## src/rtl/hazard_pkg.sv

```systemverilog
// hazard_pkg: shared types and helpers for the pipeline hazard scoreboard.
//   fwd_sel_t      - E-stage ALU operand source select
//   mdu_cnt_width  - width of the MDU busy down-counter for a given latency
package hazard_pkg;

    typedef enum logic [1:0] {
        FWD_RF  = 2'b00,
        FWD_WB  = 2'b01,
        FWD_MEM = 2'b10
    } fwd_sel_t;

    // The counter must hold MDU_LAT-1; $clog2(lat) bits suffice for lat >= 2.
    function automatic int mdu_cnt_width(input int lat);
        if (lat < 32'sd2) begin
            return 32'sd1;
        end else begin
            return $clog2(lat);
        end
    endfunction

endpackage

```

## src/rtl/mdu_busy_tracker.sv

```systemverilog
// mdu_busy_tracker: tracks occupancy of the multi-cycle multiply/divide unit.
//   clk   in  core clock
//   reset in  asynchronous, active-high; aborts tracking immediately
//   start in  mult/div issuing in E this cycle (reloads the counter)
//   busy  out MDU still producing HI/LO (registered)
module mdu_busy_tracker
    import hazard_pkg::*;
#(
    parameter int MDU_LAT = 4
) (
    input  logic clk,
    input  logic reset,
    input  logic start,
    output logic busy
);

    localparam int CW = mdu_cnt_width(MDU_LAT);
    localparam logic [CW-1:0] CNT_ZERO   = {CW{1'b0}};
    localparam logic [CW-1:0] CNT_ONE    = CW'(1'b1);
    localparam logic [CW-1:0] CNT_RELOAD = CW'(MDU_LAT - 32'sd1);

    logic [CW-1:0] count_r;
    logic [CW-1:0] count_next_s;
    logic          busy_r;

    // Next count: reload on issue, otherwise count down and park at zero.
    always_comb begin
        count_next_s = count_r;
        if (start) begin
            count_next_s = CNT_RELOAD;
        end else if (count_r != CNT_ZERO) begin
            count_next_s = count_r - CNT_ONE;
        end else begin
            count_next_s = CNT_ZERO;
        end
    end

    // Counter and busy flag; busy is registered from the next count so it equals (count != 0).
    always_ff @(posedge clk or posedge reset) begin
        if (reset) begin
            count_r <= CNT_ZERO;
            busy_r  <= 1'b0;
        end else begin
            count_r <= count_next_s;
            busy_r  <= (count_next_s != CNT_ZERO);
        end
    end

    assign busy = busy_r;

endmodule

```

## src/rtl/hazard_scoreboard.sv

```systemverilog
// hazard_scoreboard: hazard controller for the 5-stage MIPS pipeline.
//   Inputs : D/E source registers, E/M/W destination registers and write
//            enables, load flags in E/M, branch/jump/taken in D, MDU issue
//            in D/E, mfhi/mflo in D, stall-counter clear.
//   Outputs: forwardaD/forwardbD (branch bypass from M), forwardaE/forwardbE
//            (ALU operand select), stallF/stallD/flushD/flushE, mdubusy,
//            stallcnt (saturating count of stalled cycles).
// Hazard outputs are combinational from current inputs; mdubusy and
// stallcnt are registered.
module hazard_scoreboard
    import hazard_pkg::*;
#(
    parameter int REGBITS = 5,
    parameter int MDU_LAT = 4,
    parameter int CNT_W   = 32
) (
    input  logic               clk,
    input  logic               reset,
    input  logic [REGBITS-1:0] rsD,
    input  logic [REGBITS-1:0] rtD,
    input  logic [REGBITS-1:0] rsE,
    input  logic [REGBITS-1:0] rtE,
    input  logic [REGBITS-1:0] writeregE,
    input  logic [REGBITS-1:0] writeregM,
    input  logic [REGBITS-1:0] writeregW,
    input  logic               regwriteE,
    input  logic               regwriteM,
    input  logic               regwriteW,
    input  logic               memtoregE,
    input  logic               memtoregM,
    input  logic               branchD,
    input  logic               branchneD,
    input  logic               pcsrcD,
    input  logic               jumpD,
    input  logic               mdustartD,
    input  logic               mdustartE,
    input  logic               hiloreadD,
    input  logic               stallcntclr,
    output logic               forwardaD,
    output logic               forwardbD,
    output fwd_sel_t           forwardaE,
    output fwd_sel_t           forwardbE,
    output logic               stallF,
    output logic               stallD,
    output logic               flushD,
    output logic               flushE,
    output logic               mdubusy,
    output logic [CNT_W-1:0]   stallcnt
);

    localparam logic [REGBITS-1:0] REG_ZERO = {REGBITS{1'b0}};
    localparam logic [CNT_W-1:0]   CNT_ZERO = {CNT_W{1'b0}};
    localparam logic [CNT_W-1:0]   CNT_ONE  = CNT_W'(1'b1);
    localparam logic [CNT_W-1:0]   CNT_MAX  = {CNT_W{1'b1}};

    logic             rs_d_nz_s;
    logic             rt_d_nz_s;
    logic             lw_stall_s;
    logic             branch_stall_s;
    logic             mdu_stall_s;
    logic             stall_s;
    logic             mdu_busy_s;
    logic [CNT_W-1:0] stall_cnt_r;

    mdu_busy_tracker #(
        .MDU_LAT (MDU_LAT)
    ) u_mdu_busy_tracker (
        .clk   (clk),
        .reset (reset),
        .start (mdustartE),
        .busy  (mdu_busy_s)
    );

    assign rs_d_nz_s = (rsD != REG_ZERO);
    assign rt_d_nz_s = (rtD != REG_ZERO);

    // Branch comparator in D only needs the M-stage result; W is written back before D reads.
    assign forwardaD = rs_d_nz_s && (rsD == writeregM) && regwriteM;
    assign forwardbD = rt_d_nz_s && (rtD == writeregM) && regwriteM;

    // ALU operand A select: the younger M result wins over W.
    always_comb begin
        forwardaE = FWD_RF;
        if ((rsE != REG_ZERO) && (rsE == writeregM) && regwriteM) begin
            forwardaE = FWD_MEM;
        end else if ((rsE != REG_ZERO) && (rsE == writeregW) && regwriteW) begin
            forwardaE = FWD_WB;
        end else begin
            forwardaE = FWD_RF;
        end
    end

    // ALU operand B select: same priority as operand A.
    always_comb begin
        forwardbE = FWD_RF;
        if ((rtE != REG_ZERO) && (rtE == writeregM) && regwriteM) begin
            forwardbE = FWD_MEM;
        end else if ((rtE != REG_ZERO) && (rtE == writeregW) && regwriteW) begin
            forwardbE = FWD_WB;
        end else begin
            forwardbE = FWD_RF;
        end
    end

    assign lw_stall_s = memtoregE && (rtE != REG_ZERO) && ((rtE == rsD) || (rtE == rtD));

    // A branch must wait for an ALU result still in E, or a load result still in M.
    assign branch_stall_s = (branchD || branchneD) && (
        (regwriteE && ((rs_d_nz_s && (writeregE == rsD)) || (rt_d_nz_s && (writeregE == rtD)))) ||
        (memtoregM && ((rs_d_nz_s && (writeregM == rsD)) || (rt_d_nz_s && (writeregM == rtD)))));

    // HI/LO readers and new MDU ops wait for any in-flight MDU op, including one issuing now.
    assign mdu_stall_s = (hiloreadD || mdustartD) && (mdustartE || mdu_busy_s);

    assign stall_s = lw_stall_s || branch_stall_s || mdu_stall_s;

    assign stallD  = stall_s;
    assign stallF  = stall_s;
    assign flushE  = stall_s;
    assign flushD  = (pcsrcD || jumpD) && !stall_s;
    assign mdubusy = mdu_busy_s;

    // Saturating stall-cycle counter; clear beats increment.
    always_ff @(posedge clk or posedge reset) begin
        if (reset) begin
            stall_cnt_r <= CNT_ZERO;
        end else if (stallcntclr) begin
            stall_cnt_r <= CNT_ZERO;
        end else if (stall_s && (stall_cnt_r != CNT_MAX)) begin
            stall_cnt_r <= stall_cnt_r + CNT_ONE;
        end else begin
            stall_cnt_r <= stall_cnt_r;
        end
    end

    assign stallcnt = stall_cnt_r;

endmodule

```

## config.mk

```make
export PLATFORM = sky130hd
export DESIGN_NAME = hazard_scoreboard
export DESIGN_NICKNAME = d
export VERILOG_FILES = /design/src/rtl/hazard_pkg.sv /design/src/rtl/mdu_busy_tracker.sv /design/src/rtl/hazard_scoreboard.sv
export SDC_FILE = /design/constraint.sdc
export NUM_CORES = 1
export LEC_CHECK = 0
export BUFFER_PORTS_ARGS = -buffer_cell sky130_fd_sc_hd__clkbuf_2
export CAP_MARGIN = 25
export CORE_MARGIN = 2
export CORE_UTILIZATION = 25
export DETAILED_ROUTE_END_ITERATION = 16
export GPL_TIMING_DRIVEN = 0
export PLACE_DENSITY = 0.43
export SYNTH_ARGS = -nofsm -noshare
export SYNTH_HDL_FRONTEND = slang
export SYNTH_SLANG_ARGS = --single-unit
export TNS_END_PERCENT = 30
```

## constraint.sdc

```tcl
create_clock -name clk -period 5.29 [get_ports clk]
set_input_delay 0.7935 -clock clk [delete_from_list [all_inputs] [get_ports clk]]
set_output_delay 0.7935 -clock clk [all_outputs]
set_load 0.02 [all_outputs]
```

==> impl_metrics.yaml <==
route:
  postRouteAntennaNets: 0
  route.vias.total: 2746
  drc: 0
  routed_wl_um: 8740
  vias_per_cell: 4.97
  drtPass1Iterations: 6
  drtIter0Drc: 128
  wl_per_cell_um: 15.8
clocking:
  cts.reportedPaths.clkPinSlew_ps: 70
  cts_tree: "built"
  cts_buffers: 5
  cts-resized-gates: 0
  post_cts_buffers: 0
  clock_latency_ps: 290
  cts_sinks: 35
  cts-root-buf: "clkbuf_8"
  cts.htree.levels: 2
  hold_buffers: 0
  clock_path_buffers: 2
power_and_ir_drop:
  p_per_area_nw_per_um2: 173
  peakVddDrop_mv: 0.0717
  total_power_mw: 0.588
  p_leak_nw: 1.44
  pwr-share-seq: 0.468
  switchingPower_mw: 0.178
  p_int_mw: 0.411
  swShare: 0.302
  power_frac_clock: 0.308
  p_comb_frac: 0.224
setup_path:
  path_buf_inv: 5
  cp-end-kind: "primary output"
  worstSetupPathType: "input port to primary output"
  worstPathCellList: "clkbuf_1, or4_1, o21ai_0, a21oi_1, nor4_2, clkbuf_1, inv_1, buf_4, clkbuf_2"
  critPathTopFamily: "buffers and inverters"
  slowest_stage: "or4_1"
  slowest_delay_ps: 560
  worstPathMaxFanout: 10
  crit_top_cell: "clkbuf_1"
  required_ps: 4500
  critPathLaunchType: "input port"
  arrival_ps: 3180
floorplan:
  fp-row-count: 38
  initial_core_util: 0.253
  core_um2: 10700
  die_y_um: 108
  die_w_um: 108
  ios: 93
  dieArea_um2: 11700
synth:
  synth_cell_types: 37
  yosysTopAreaCell: "dfrtp_1"
  yosys-top-cells-area: "dfrtp_1 32%, xnor2_1 9.7%, xor2_1 6.4%, or4_1 4.7%, a21oi_1 4.6%"
  syn_inst: 321
  synth_seq_cells: 35
  netlist_area_um2: 2720
  synth_fp_nets: 372
  synth-seq-area-share: 0.322
  synth_top_area_share: 0.322
  avgSynthCellArea_um2: 8.47
  yosys_warnings: 0
grt:
  grt_pass1_vias: 2675
  grt_max_degree: 36
  antenna_found_initial: 0
  grt_pass1_wl_um: 14200
  grt_usage: 0.153
  globalRouteOverflowTotal: 0
placed_design:
  gp_congestion: 0.822
  hpwlAfterDp_um: 6610
  portBuffers: 85
timing:
  max_freq_ghz: 0.252
  worst_pin_slew_ps: 797
  slew_viol_final: 0
  hold_viol: 0
  min_period_over_period: 0.750
  slew_headroom: 0.468
  grt_setup_unrepaired: "no"
  fin_tns_setup_ps: 0
  fin_skew_ps: 7.65
  setup_violations: 0
  finalCriticalPeriod_ps: 3970
  finalHoldWorstSlack_ps: 485
hold_path:
  hold_class: "flop to flop"
layout:
  diodes: 0
  layout_common_cells: "85 x clkbuf_2, 35 x dfrtp_1, 30 x xnor2_1"
  layout-drive-gt1-share: 0.277
  synthToLayoutAreaGrowth_pct: 24.8
  final_common_cell: "clkbuf_2"
  fin_nets: 464
flow_run:
  max-cap-violations: 0
status:
  status: "finished clean"
-- metrics by stage --
| stage | cells | setup WS (ps) | cell area (um^2) | util |
|---|---|---|---|---|
| global route | 552 | 991 | 3390 | 0.316 |
| CTS | 552 | 1260 | 3390 | 0.316 |
| global placement | 546 | 1300 | 3320 | 0.309 |
| floorplan | 321 | 1730 | 2720 | - |
| detailed placement | 546 | 1270 | 3320 | 0.309 |
| finish | 552 | 1320 | 3390 | 0.316 |
-- area by class of cell --
| type | instances | area (um^2) |
|---|---|---|
| Inverter | 8 | 30.0 |
| Timing Repair Buffer | 85 | 425 |
| Sequential cell | 35 | 876 |
| Fill cell | 1208 | 7350 |
| Buffer | 25 | 119 |
| Multi-Input combinational cell | 253 | 1690 |
| Tap cell | 140 | 175 |
| Clock buffer | 6 | 72.6 |
-- final timing paths --
| path | slack, ps | startpoint | depth (start not counted) | endpoint |
|---|---|---|---|---|
| max | 1320 | rtE[2] | 9 | stallF |
| min | 480 | u_mdu_busy_tracker.count_r[0]$_DFF_PP0_ | 1 | u_mdu_busy_tracker.count_r[1]$_DFF_PP0_ |
| max reg2reg | 2500 | stallcnt[3]$_DFFE_PP0P_ | 9 | stallcnt[8]$_DFFE_PP0P_ |
| min reg2reg | 480 | u_mdu_busy_tracker.count_r[0]$_DFF_PP0_ | 1 | u_mdu_busy_tracker.count_r[1]$_DFF_PP0_ |
| max in group asynchronous | 4140 | reset | 2 | stallcnt[15]$_DFFE_PP0P_ |
| min in group asynchronous | 630 | reset | 2 | stallcnt[28]$_DFFE_PP0P_ |
-- kinds of logic (layout without fill, tap and decap cells) --
family,after synthesis,in the layout,share of synthesized area
xor+xnor,50,50,0.161
fa+ha+maj,1,1,0.00460
mux,7,7,0.0290
compound gates,59,59,0.135
simple gates,136,136,0.293
buf+inv,33,124,0.0548
flops,35,35,0.322
-- sequential cells by signal, indices dropped and copies added, names as in the netlist --
| register | cells |
|---|---|
| u_mdu_busy_tracker.busy | 1 |
| stallcnt | 32 |
| u_mdu_busy_tracker.count_r | 2 |
-- worst register-to-register path, cell delays in order, from the launching register on --
cell and delay (ps):
dfrtp_1 460, nand4_1 200, or4b_1 480, buf_2 170
nor2_2 350, and3_1 220, buf_2 170, buf_2 240
nor4b_1 90, mux2_2 290
-- cell usage after synthesis --
library cell   n
nand3b_1       1
nor4b_1        1
mux2_2         5
or2_2          3
o21ai_0        9
nand3_2        1
or2_4          1
nor2b_1        6
xnor2_1       30
nand4_1       15
o22a_1         1
xor2_1        20
o311ai_0       4
buf_4          5
ha_1           1
or4b_1         2
o31ai_1       15
nor4_4         1
o41ai_1        3
nor2_2         1
a21o_1         2
or3_1          7
nand3_1       17
nor3_1        10
nor2_1        20
or4_1         17
dfrtp_1       35
and4_1         2
nand2_1       14
mux2_1         2
inv_1          8
buf_2          5
nor4_2         1
and3_1         8
a21oi_1       25
nor4_1         8
clkbuf_1      15
-- metal layers --
layer / wire length, um / track usage / vias to the layer above
li1: - / - / 1364
met3: 396 / 0.0247 / 11
met2: 4120 / 0.249 / 68
met5: 0 / 0 / -
met1: 4140 / 0.213 / 1303
met4: 85 / 0.0366 / 0
-- power groups by stage --
stage	Sequential (mW)	Combinational (mW)	Clock (mW)
6_report	0.275	0.132	0.181
5_1_grt	0.276	0.147	0.203
4_1_cts	0.275	0.134	0.192
3_5_place_dp	0.281	0.133	0
3_3_place_gp	0.280	0.132	0
2_1_floorplan	0.283	0.0763	0
Note: power is estimated with default switching activity, not from simulation.
